## config.mk

```make
export PLATFORM = sky130hd
export DESIGN_NAME = lcd_rx_monitor
export DESIGN_NICKNAME = d
export VERILOG_FILES = /design/src/rtl/lcd_rx_monitor.sv
export SDC_FILE = /design/constraint.sdc
export NUM_CORES = 1
export LEC_CHECK = 0
export CAP_MARGIN = 20
export CORE_AREA = 2 2 195 388
export DETAILED_ROUTE_END_ITERATION = 12
export DIE_AREA = 0 0 197 390
export SLEW_MARGIN = 10
export SYNTH_ARGS = -nofsm -noshare
export SYNTH_HDL_FRONTEND = slang
export SYNTH_SLANG_ARGS = --single-unit
```

## constraint.sdc

```tcl
create_clock -name clk -period 4.65 [get_ports clk]
set_clock_uncertainty 0.2 [all_clocks]
set_input_delay 0.93 -clock clk [delete_from_list [all_inputs] [get_ports clk]]
set_output_delay 0.93 -clock clk [all_outputs]
set_load 0.005 [all_outputs]
```

## src/rtl/lcd_rx_monitor.sv

```systemverilog
// rtl/lcd_rx_monitor.sv - HD44780-style LCD bus receiver with DDRAM mirror and busy model
module lcd_rx_monitor #(
    parameter int SYNC_STAGES  = 2,
    parameter int LONG_CYCLES  = 82000,
    parameter int SHORT_CYCLES = 2000
) (
    input  logic       clk,
    input  logic       reset,
    input  logic       lcd_e,
    input  logic       lcd_rs,
    input  logic       lcd_rw,
    input  logic [7:0] lcd_db,
    input  logic [6:0] rd_addr,
    output logic [7:0] rd_data,
    output logic       cmd_valid,
    output logic [7:0] cmd_byte,
    output logic       char_valid,
    output logic [6:0] char_addr,
    output logic [7:0] char_data,
    output logic [6:0] addr_cnt,
    output logic       mode_4bit,
    output logic       display_on,
    output logic       busy,
    output logic [2:0] err
);
    localparam int CW = $clog2(LONG_CYCLES + SHORT_CYCLES + 1);
    localparam logic [CW-1:0] LONG_M1  = CW'(LONG_CYCLES - 1);
    localparam logic [CW-1:0] SHORT_M1 = CW'(SHORT_CYCLES - 1);

    typedef enum logic [1:0] {MODE8, HI, LO} nib_state_t;

    nib_state_t    state;
    logic [3:0]    hi_nib;
    logic          inc_mode;
    logic [CW-1:0] busy_cnt;
    logic          fill_active;
    logic [6:0]    fill_idx;
    logic [7:0]    mem [80];

    // bus bits packed as {e, rs, rw, db[7:4]}
    logic [6:0] sync_q [SYNC_STAGES];
    logic [6:0] bus_d;
    logic       e_sync, e_d, rs_d, rw_d;
    logic [3:0] nib_d;
    logic       unused_db;

    assign unused_db = ^lcd_db[3:0];
    assign e_sync    = sync_q[SYNC_STAGES-1][6];
    assign e_d       = bus_d[6];
    assign rs_d      = bus_d[5];
    assign rw_d      = bus_d[4];
    assign nib_d     = bus_d[3:0];

    always_ff @(posedge clk) begin
        if (reset) begin
            for (int i = 0; i < SYNC_STAGES; i++) sync_q[i] <= '0;
            bus_d <= '0;
        end else begin
            sync_q[0] <= {lcd_e, lcd_rs, lcd_rw, lcd_db[7:4]};
            for (int i = 1; i < SYNC_STAGES; i++) sync_q[i] <= sync_q[i-1];
            bus_d <= sync_q[SYNC_STAGES-1];
        end
    end

    function automatic logic legal(input logic [6:0] a);
        return a[5:0] < 6'd40;
    endfunction

    function automatic logic [6:0] ram_idx(input logic [6:0] a);
        return a[6] ? 7'd40 + {1'b0, a[5:0]} : {1'b0, a[5:0]};
    endfunction

    function automatic logic [6:0] step_addr(input logic [6:0] a, input logic inc);
        if (inc) return (a == 7'h27) ? 7'h40 : (a == 7'h67) ? 7'h00 : a + 7'd1;
        else     return (a == 7'h00) ? 7'h67 : (a == 7'h40) ? 7'h27 : a - 7'd1;
    endfunction

    logic       strobe, exec, is_fset, is_long, wr_en;
    logic [7:0] exec_byte, wr_data;
    logic [6:0] wr_idx;

    always_comb begin
        strobe    = e_d & ~e_sync;
        exec_byte = (state == LO) ? {hi_nib, nib_d} : {nib_d, 4'h0};
        exec      = strobe & ~rw_d & ~busy & (state != HI);
        is_fset   = ~rs_d & (exec_byte[7:5] == 3'b001);
        is_long   = ~rs_d & (exec_byte[7:2] == 6'd0) & (exec_byte[1:0] != 2'd0);
        wr_en     = ~reset & (fill_active | (exec & rs_d));
        wr_idx    = fill_active ? fill_idx : ram_idx(addr_cnt);
        wr_data   = fill_active ? 8'h20 : exec_byte;
    end

    // DDRAM deliberately has no reset so a reset mid-clear keeps partial contents
    always_ff @(posedge clk) begin
        if (wr_en) mem[wr_idx] <= wr_data;
    end

    always_ff @(posedge clk) begin
        if (reset) begin
            state       <= MODE8;
            hi_nib      <= '0;
            mode_4bit   <= 1'b0;
            addr_cnt    <= '0;
            inc_mode    <= 1'b1;
            display_on  <= 1'b0;
            busy        <= 1'b0;
            busy_cnt    <= '0;
            fill_active <= 1'b0;
            fill_idx    <= '0;
            err         <= '0;
            cmd_valid   <= 1'b0;
            cmd_byte    <= '0;
            char_valid  <= 1'b0;
            char_addr   <= '0;
            char_data   <= '0;
            rd_data     <= '0;
        end else begin
            cmd_valid  <= 1'b0;
            char_valid <= 1'b0;
            rd_data    <= legal(rd_addr) ? mem[ram_idx(rd_addr)] : 8'h00;

            if (busy) begin
                if (busy_cnt == '0) busy <= 1'b0;
                else busy_cnt <= busy_cnt - CW'(1);
            end
            if (fill_active) begin
                if (fill_idx == 7'd79) fill_active <= 1'b0;
                else fill_idx <= fill_idx + 7'd1;
            end

            if (strobe) begin
                if (rw_d) err[1] <= 1'b1;
                else if (busy) err[0] <= 1'b1;
                else begin
                    case (state)
                        MODE8: if (is_fset && !exec_byte[4]) begin
                            state     <= HI;
                            mode_4bit <= 1'b1;
                        end
                        HI: begin
                            hi_nib <= nib_d;
                            state  <= LO;
                        end
                        default: begin
                            state <= HI;
                            if (is_fset && exec_byte[4]) begin
                                state     <= MODE8;
                                mode_4bit <= 1'b0;
                            end
                        end
                    endcase
                end
            end

            if (exec) begin
                busy     <= 1'b1;
                busy_cnt <= is_long ? LONG_M1 : SHORT_M1;
                if (rs_d) begin
                    char_valid <= 1'b1;
                    char_addr  <= addr_cnt;
                    char_data  <= exec_byte;
                    addr_cnt   <= step_addr(addr_cnt, inc_mode);
                end else begin
                    cmd_valid <= 1'b1;
                    cmd_byte  <= exec_byte;
                    if (exec_byte == 8'h01) begin
                        addr_cnt    <= '0;
                        inc_mode    <= 1'b1;
                        fill_active <= 1'b1;
                        fill_idx    <= '0;
                    end else if (exec_byte[7:1] == 7'b0000001) begin
                        addr_cnt <= '0;
                    end else if (exec_byte[7:2] == 6'b000001) begin
                        inc_mode <= exec_byte[1];
                    end else if (exec_byte[7:3] == 5'b00001) begin
                        display_on <= exec_byte[2];
                    end else if (exec_byte[7]) begin
                        if (legal(exec_byte[6:0])) begin
                            addr_cnt <= exec_byte[6:0];
                        end else begin
                            addr_cnt <= {exec_byte[6], 6'b0};
                            err[2]   <= 1'b1;
                        end
                    end
                end
            end
        end
    end
endmodule

```

==> flow_metrics.env <==
export IMPL_status="finished, final reports clean"
export IMPL_die_area_um2=76800
export IMPL_power_density_nw_per_um2=397
export IMPL_ios=66
export IMPL_cts_buffers=60
export IMPL_peakVddDrop_mv=0.266
export IMPL_htreeDepth=2
export IMPL_nets=1835
export IMPL_routed_wl_um=68300
export IMPL_cap_violations=0
export IMPL_crit_path_start_kind="flop"
export IMPL_cts_tree="done"
export IMPL_path_clk_slew_ns=0.07
export IMPL_grt_pass1_wl_um=102000
export IMPL_ant_nets=0
export IMPL_final_cell_mix="edfxtp_1 (640), nor2_1 (165), nand2_1 (152), mux4_2 (148), dfxtp_1 (99)"
export IMPL_ys_flop_type="edfxtp_1"
export IMPL_synth_edf_count=640
export IMPL_hold_viol=0
export IMPL_leakage_nw=11.1
export IMPL_dieWidth_um=197
export IMPL_period_share_pct=81.5
export IMPL_cp_max_fo=18
export IMPL_dpl_hpwl_um=45900
export IMPL_required_ns=4.70
export IMPL_postSynthCellCount=1735
export IMPL_syn2layout_area_growth_pct=13.3
export IMPL_slew_violations=0
export IMPL_ys_ff_latch=739
export IMPL_syn_nets=1764
export IMPL_synth_cell_type_count=69
export IMPL_cts_sinks=739
export IMPL_fp_row_count=141
export IMPL_antenna_found_initial=1
export IMPL_fmax_ghz=0.264
export IMPL_yosys_top_cells_area="edfxtp_1 (66%), mux4_2 (11%), dfxtp_1 (6.8%)"
export IMPL_worstSkewPairLatency_ns=0.62
export IMPL_synth_seq_area_share_pct=72.6
export IMPL_postCtsSetupRepairBufs=0
export IMPL_finalSetupViolations=0
export IMPL_critical_path_class="flop to flop"
export IMPL_core_um2=73700
export IMPL_grt_pass1_vias=16300
export IMPL_period_needed_ns=3.79
export IMPL_power_mw=13.1
export IMPL_grt_setup_unrepaired="false"
export IMPL_viasPerCell=5.57
export IMPL_drc=0
export IMPL_die_y_um=390
export IMPL_clockRootBuffer="clkbuf_16"
export IMPL_synth_area_per_cell_um2=16.8
export IMPL_r2r_slack_ns=0.86
export IMPL_vias=15500
export IMPL_synthesis_area_um2=29200
export IMPL_synth_top_area_share_pct=65.8
export IMPL_grt_usage_pct=17.9
export IMPL_arrival_ns=3.84
export IMPL_port_buffers=61
export IMPL_yosysTopAreaCell="edfxtp_1"
export IMPL_fill_cells=6352
export IMPL_worstSetupEndpointType="flop"
export IMPL_relSlewSlack_pct=31.5
export IMPL_start_util_pct=39.6
export IMPL_antenna_diode_count=0
export IMPL_grt_ovfl_total=0
export IMPL_grt_max_degree=81
export IMPL_yosys_warnings=0
export IMPL_synthArstFlopShare_pct=0
export IMPL_cts_path_max_buffers=3
export IMPL_wl_per_cell_um=24.5
export IMPL_dr_pass1_iters=5
export IMPL_worstMarginPinSlew_ns=1.02
export IMPL_layout_commonest_cell="edfxtp_1"
export IMPL_drive_above_1_share_pct=17.1
export IMPL_postCtsResizedCells=0
export IMPL_gp_congestion=0.866
export IMPL_drtIter0Drc=1128
export IMPL_min_path_type="flop to flop"
export IMPL_setup_tns_final_ns=0
export IMPL_ctsHoldBuffers=0
[registers in the layout (all words and copies together) (netlist names)]
register,count
char_data,8
addr_cnt,7
rd_data,8
inc_mode,1
bus_d,7
state,2
mem,640
char_valid,1
cmd_byte,8
fill_active,1
sync_q,14
mode_4bit,1
fill_idx,7
char_addr,7
busy_cnt,17
display_on,1
busy,1
cmd_valid,1
hi_nib,4
err,3
[synthesized netlist by cell type (13+ instances only)]
cell type    n
edfxtp_1   640
nor2_1     173
nand2_1    152
mux4_2     148
dfxtp_1     99
a21oi_1     57
clkbuf_1    53
a22oi_1     39
nand3_1     31
nor2b_1     28
mux2i_1     22
a211oi_1    21
buf_2       21
o21ai_0     20
inv_1       16
mux2_2      16
a32oi_1     14
xnor2_1     14
buf_1       13
nand2b_1    13
[worst max-delay path, stage by stage (launching register included)]
cell	delay (ns)
dfxtp_1	0.40
nor4b_1	0.37
nand3_1	0.13
buf_4	0.22
or3_1	0.33
a21oi_1	0.29
nand2_1	0.57
nor2_1	0.89
[per-layer routing]
metal | track usage, % | vias up | part of all wire [%]
met1 | 18.1 | 7984 | 34
met3 | 2.14 | 136 | 3.9
met4 | 9.60 | 0 | 5.6
li1 | - | 6963 | -
met5 | 0 | - | 0
met2 | 35.2 | 441 | 57
[layout make-up]
type	instances	area [um^2]	area share [%]
sequential	739	21200	64.1
multi-input combinational	889	7620	23.1
clock buffer	67	1550	4.68
tap	929	1160	3.52
timing repair buffer	99	946	2.86
clock inverter	46	520	1.57
inverter	17	63.8	0.193
[logic make-up (layout without fill, tap and decap cells)]
family	count (synthesis)	in the layout	share of synthesized area, %
DFF	739	739	72.6
and+or+nand+nor	469	469	7.29
AOI/OAI and AO/OA	204	204	4.74
muxes	186	186	12.8
buffers and inverters	107	229	1.51
xor gates and xnor gates	21	21	0.656
adders and majority gates	9	9	0.386
[where the power goes]
| group | leakage, nW | internal [mW] | switching (mW) |
|---|---|---|---|
| logic | 2.71 | 0.240 | 0.365 |
| registers | 7.39 | 7.14 | 0.0173 |
| clock network | 1.00 | 3.01 | 2.35 |
[final timing paths]
| kind | end | from | depth (start not counted) |
|---|---|---|---|
| hold reg to reg | sync_q[0][9] | sync_q[0][2] | 1 |
| setup reg to reg | mem[14][4] | busy | 7 |
| setup / recovery | mem[14][4] | busy | 7 |
| hold / removal | sync_q[0][9] | sync_q[0][2] | 1 |
[metrics by stage]
stage	setup slack, ns	cell area (um^2)	cells	hold WS [ns]	util [%]
2_1_floorplan	0.975	29200	1735	0.214	-
3_3_place_gp	0.327	31000	2671	0.220	42.0
3_5_place_dp	0.589	31000	2671	0.224	42.0
4_1_cts	0.828	33000	2784	0.241	44.8
5_1_grt	0.644	33100	2786	0.248	44.8
6_report	0.862	33100	2786	0.237	44.8
Power figures use the tool's default switching activity.
==> RTL change (same flow settings) <==
Add an input register stage for `lcd_e`, `lcd_rs`, `lcd_rw`, `lcd_db` and `rd_addr`, without a reset; this delays them by one clock.
--- a/src/rtl/lcd_rx_monitor.sv
+++ b/src/rtl/lcd_rx_monitor.sv
@@ -30,4 +30,18 @@
     typedef enum logic [1:0] {MODE8, HI, LO} nib_state_t;
 
+    logic lcd_e_q;
+    logic lcd_rs_q;
+    logic lcd_rw_q;
+    logic [7:0] lcd_db_q;
+    logic [6:0] rd_addr_q;
+
+    always_ff @(posedge clk) begin
+        lcd_e_q   <= lcd_e;
+        lcd_rs_q  <= lcd_rs;
+        lcd_rw_q  <= lcd_rw;
+        lcd_db_q  <= lcd_db;
+        rd_addr_q <= rd_addr;
+    end
+
     nib_state_t    state;
     logic [3:0]    hi_nib;
@@ -45,5 +59,5 @@
     logic       unused_db;
 
-    assign unused_db = ^lcd_db[3:0];
+    assign unused_db = ^lcd_db_q[3:0];
     assign e_sync    = sync_q[SYNC_STAGES-1][6];
     assign e_d       = bus_d[6];
@@ -57,5 +71,5 @@
             bus_d <= '0;
         end else begin
-            sync_q[0] <= {lcd_e, lcd_rs, lcd_rw, lcd_db[7:4]};
+            sync_q[0] <= {lcd_e_q, lcd_rs_q, lcd_rw_q, lcd_db_q[7:4]};
             for (int i = 1; i < SYNC_STAGES; i++) sync_q[i] <= sync_q[i-1];
             bus_d <= sync_q[SYNC_STAGES-1];
@@ -118,5 +132,5 @@
             cmd_valid  <= 1'b0;
             char_valid <= 1'b0;
-            rd_data    <= legal(rd_addr) ? mem[ram_idx(rd_addr)] : 8'h00;
+            rd_data    <= legal(rd_addr_q) ? mem[ram_idx(rd_addr_q)] : 8'h00;
 
             if (busy) begin
Check against the original RTL: same outputs for any inputs over 4 cycles, from zero or initial values and one cycle with reset high; that may be too few to reach the edited logic, so the function may still have changed.
==> RTL change against the unedited design <==
- highest routed layer unchanged
- wire length grew 3.3%
- sequential cell count grew 14
- power grew 3.7%
- clock power grew 6.0%
- utilization grew 0.82 points
- design area grew 1.8%
- area after synthesis grew 1.2%
- sequential power grew 2%
- worst setup slack gained 170 ps
==> RTL change: results (changes against the unedited design) <==
status: "finished, final reports clean"  # unchanged
synth_compound_area_share_pct: 4.766  # was 4.737%
synthMuxAreaShare_pct: 12.73  # was 12.79%
reg2regPathDepth: 6  # was 7
synth.area.top_cells: "edfxtp_1 (65%), mux4_2 (11%), dfxtp_1 (7.7%)"  # was edfxtp_1 (66%), mux4_2 (11%), dfxtp_1 (6.8%)
cts-buffers-inserted: 66  # was 60
drive_gt1_share_pct: 17.91  # was 17.07%
routabilityCongestion: 0.9035  # was 0.8659
crit_arrival_ps: 3670  # was 3840 ps
whs_endpoint: "sync_q[0][12]"  # was sync_q[0][9]
grt_pass1_wl_mm: 105.9  # was 101.9 mm
drt_first_iter_violations: 1262  # was 1,128
r2r_end: "mem[57][5]"  # was mem[14][4]
synthAdderAreaFrac_pct: 0.3813  # was 0.3858%
ys_seq_area_share_pct: 72.73  # was 72.63%
antenna_found_initial: 0  # was 1
track_usage_pct: 18.80  # was 17.94%
clock_path_buffers: 3  # unchanged
vdd_drop_max_v: 0.0002932  # was 0.0002655 V
reg2reg_slack_ps: 1030  # was 860 ps
drt-total-wl_mm: 70.50  # was 68.27 mm
hold_slack_ps: 237.1  # was 236.8 ps
min_from: "sync_q[0][5]"  # was sync_q[0][2]
synth.distinct_cells: 68  # was 69
viasPerCell: 5.566  # was 5.572
fillers: 6298  # was 6,352
timing.slew.headroom_pct: 33.75  # was 31.52%
timing.rr.start: "sync_q[0][13]"  # was busy
first_global_vias: 16390  # was 16,280
synth_area_per_cell_um2: 16.84  # was 16.82 um2
synth_commonest_cells: "edfxtp_1 (640), nor2_1 (167), nand2_1 (155)"  # was edfxtp_1 (640), nor2_1 (173), nand2_1 (152)
h-tree-depth: 3  # was 2
stdcell_count: 2833  # was 2,786
finalNetCount: 1880  # was 1,835
leakage_nw: 10.98  # was 11.10 nW
post-dp-hpwl_mm: 45.97  # was 45.88 mm
synth_xor_area_share_pct: 0.6736  # was 0.6559%
dp_cells: 2711  # was 2,671
worstPathMaxFanout: 10  # was 18
RTL change: worst register-to-register path: stages (launching register included):
cell and delay, ps:
dfxtp_1 340, nor4b_2 360, o211ai_1 220, or3_1 360
a21oi_1 270, nand2_1 620, nor2_1 870
RTL change: routing by layer:
metal | track usage, % | up-vias | wire length [um]
li1 | - | 7067 | -
met1 | 20.31 | 8154 | 24840
met2 | 36.26 | 432 | 40260
met3 | 2.573 | 116 | 2800
met4 | 7.765 | 0 | 2589
met5 | 0 | - | 0
RTL change: how the worst max path moves through the flow:
stage | to | slack (ps) | cells after the start
CTS | mem[44][0] | 1060 | 7
detailed placement | mem[44][3] | 1090 | 7
finish | mem[57][5] | 1030 | 6
floorplan | mem[0][4] | 1040 | 5
global route | mem[43][2] | 820 | 7
global placement | mem[2][4] | 1090 | 7
RTL change: cells by family (layout without fill, tap and decap cells):
family          count (synthesis)  after routing
compound gates                211            211
xor+xnor                       21             21
fa+ha+maj                       9              9
buf+inv                       109            259
flops                         753            753
mux                           188            188
simple gates                  463            463
RTL change: stage by stage:
stage                     area (um2)  setup slack, ps
after CTS                      33670             1056
final                          33670             1029
after global placement         31450             1092
after detailed placement       31450             1087
after global routing           33670            816.3
after floorplan                29530             1037
RTL change: cell type report:
| type | count | area, um2 | share of cell area, % |
|---|---|---|---|
| repair buffers | 116 | 1081 | 3.210 |
| multi-input cells | 892 | 7645 | 22.70 |
| clock buffers | 84 | 1740 | 5.169 |
| flip-flops and latches | 753 | 21490 | 63.82 |
| clock inverters | 37 | 473.0 | 1.405 |
| inverters | 22 | 82.58 | 0.2452 |
| well taps | 929 | 1162 | 3.452 |
RTL change: where the power goes:
group	leakage [nW]	internal [mW]	switching, mW
registers	7.06	7.27	0.0465
clock network	1.07	3.20	2.48
logic	2.85	0.250	0.362
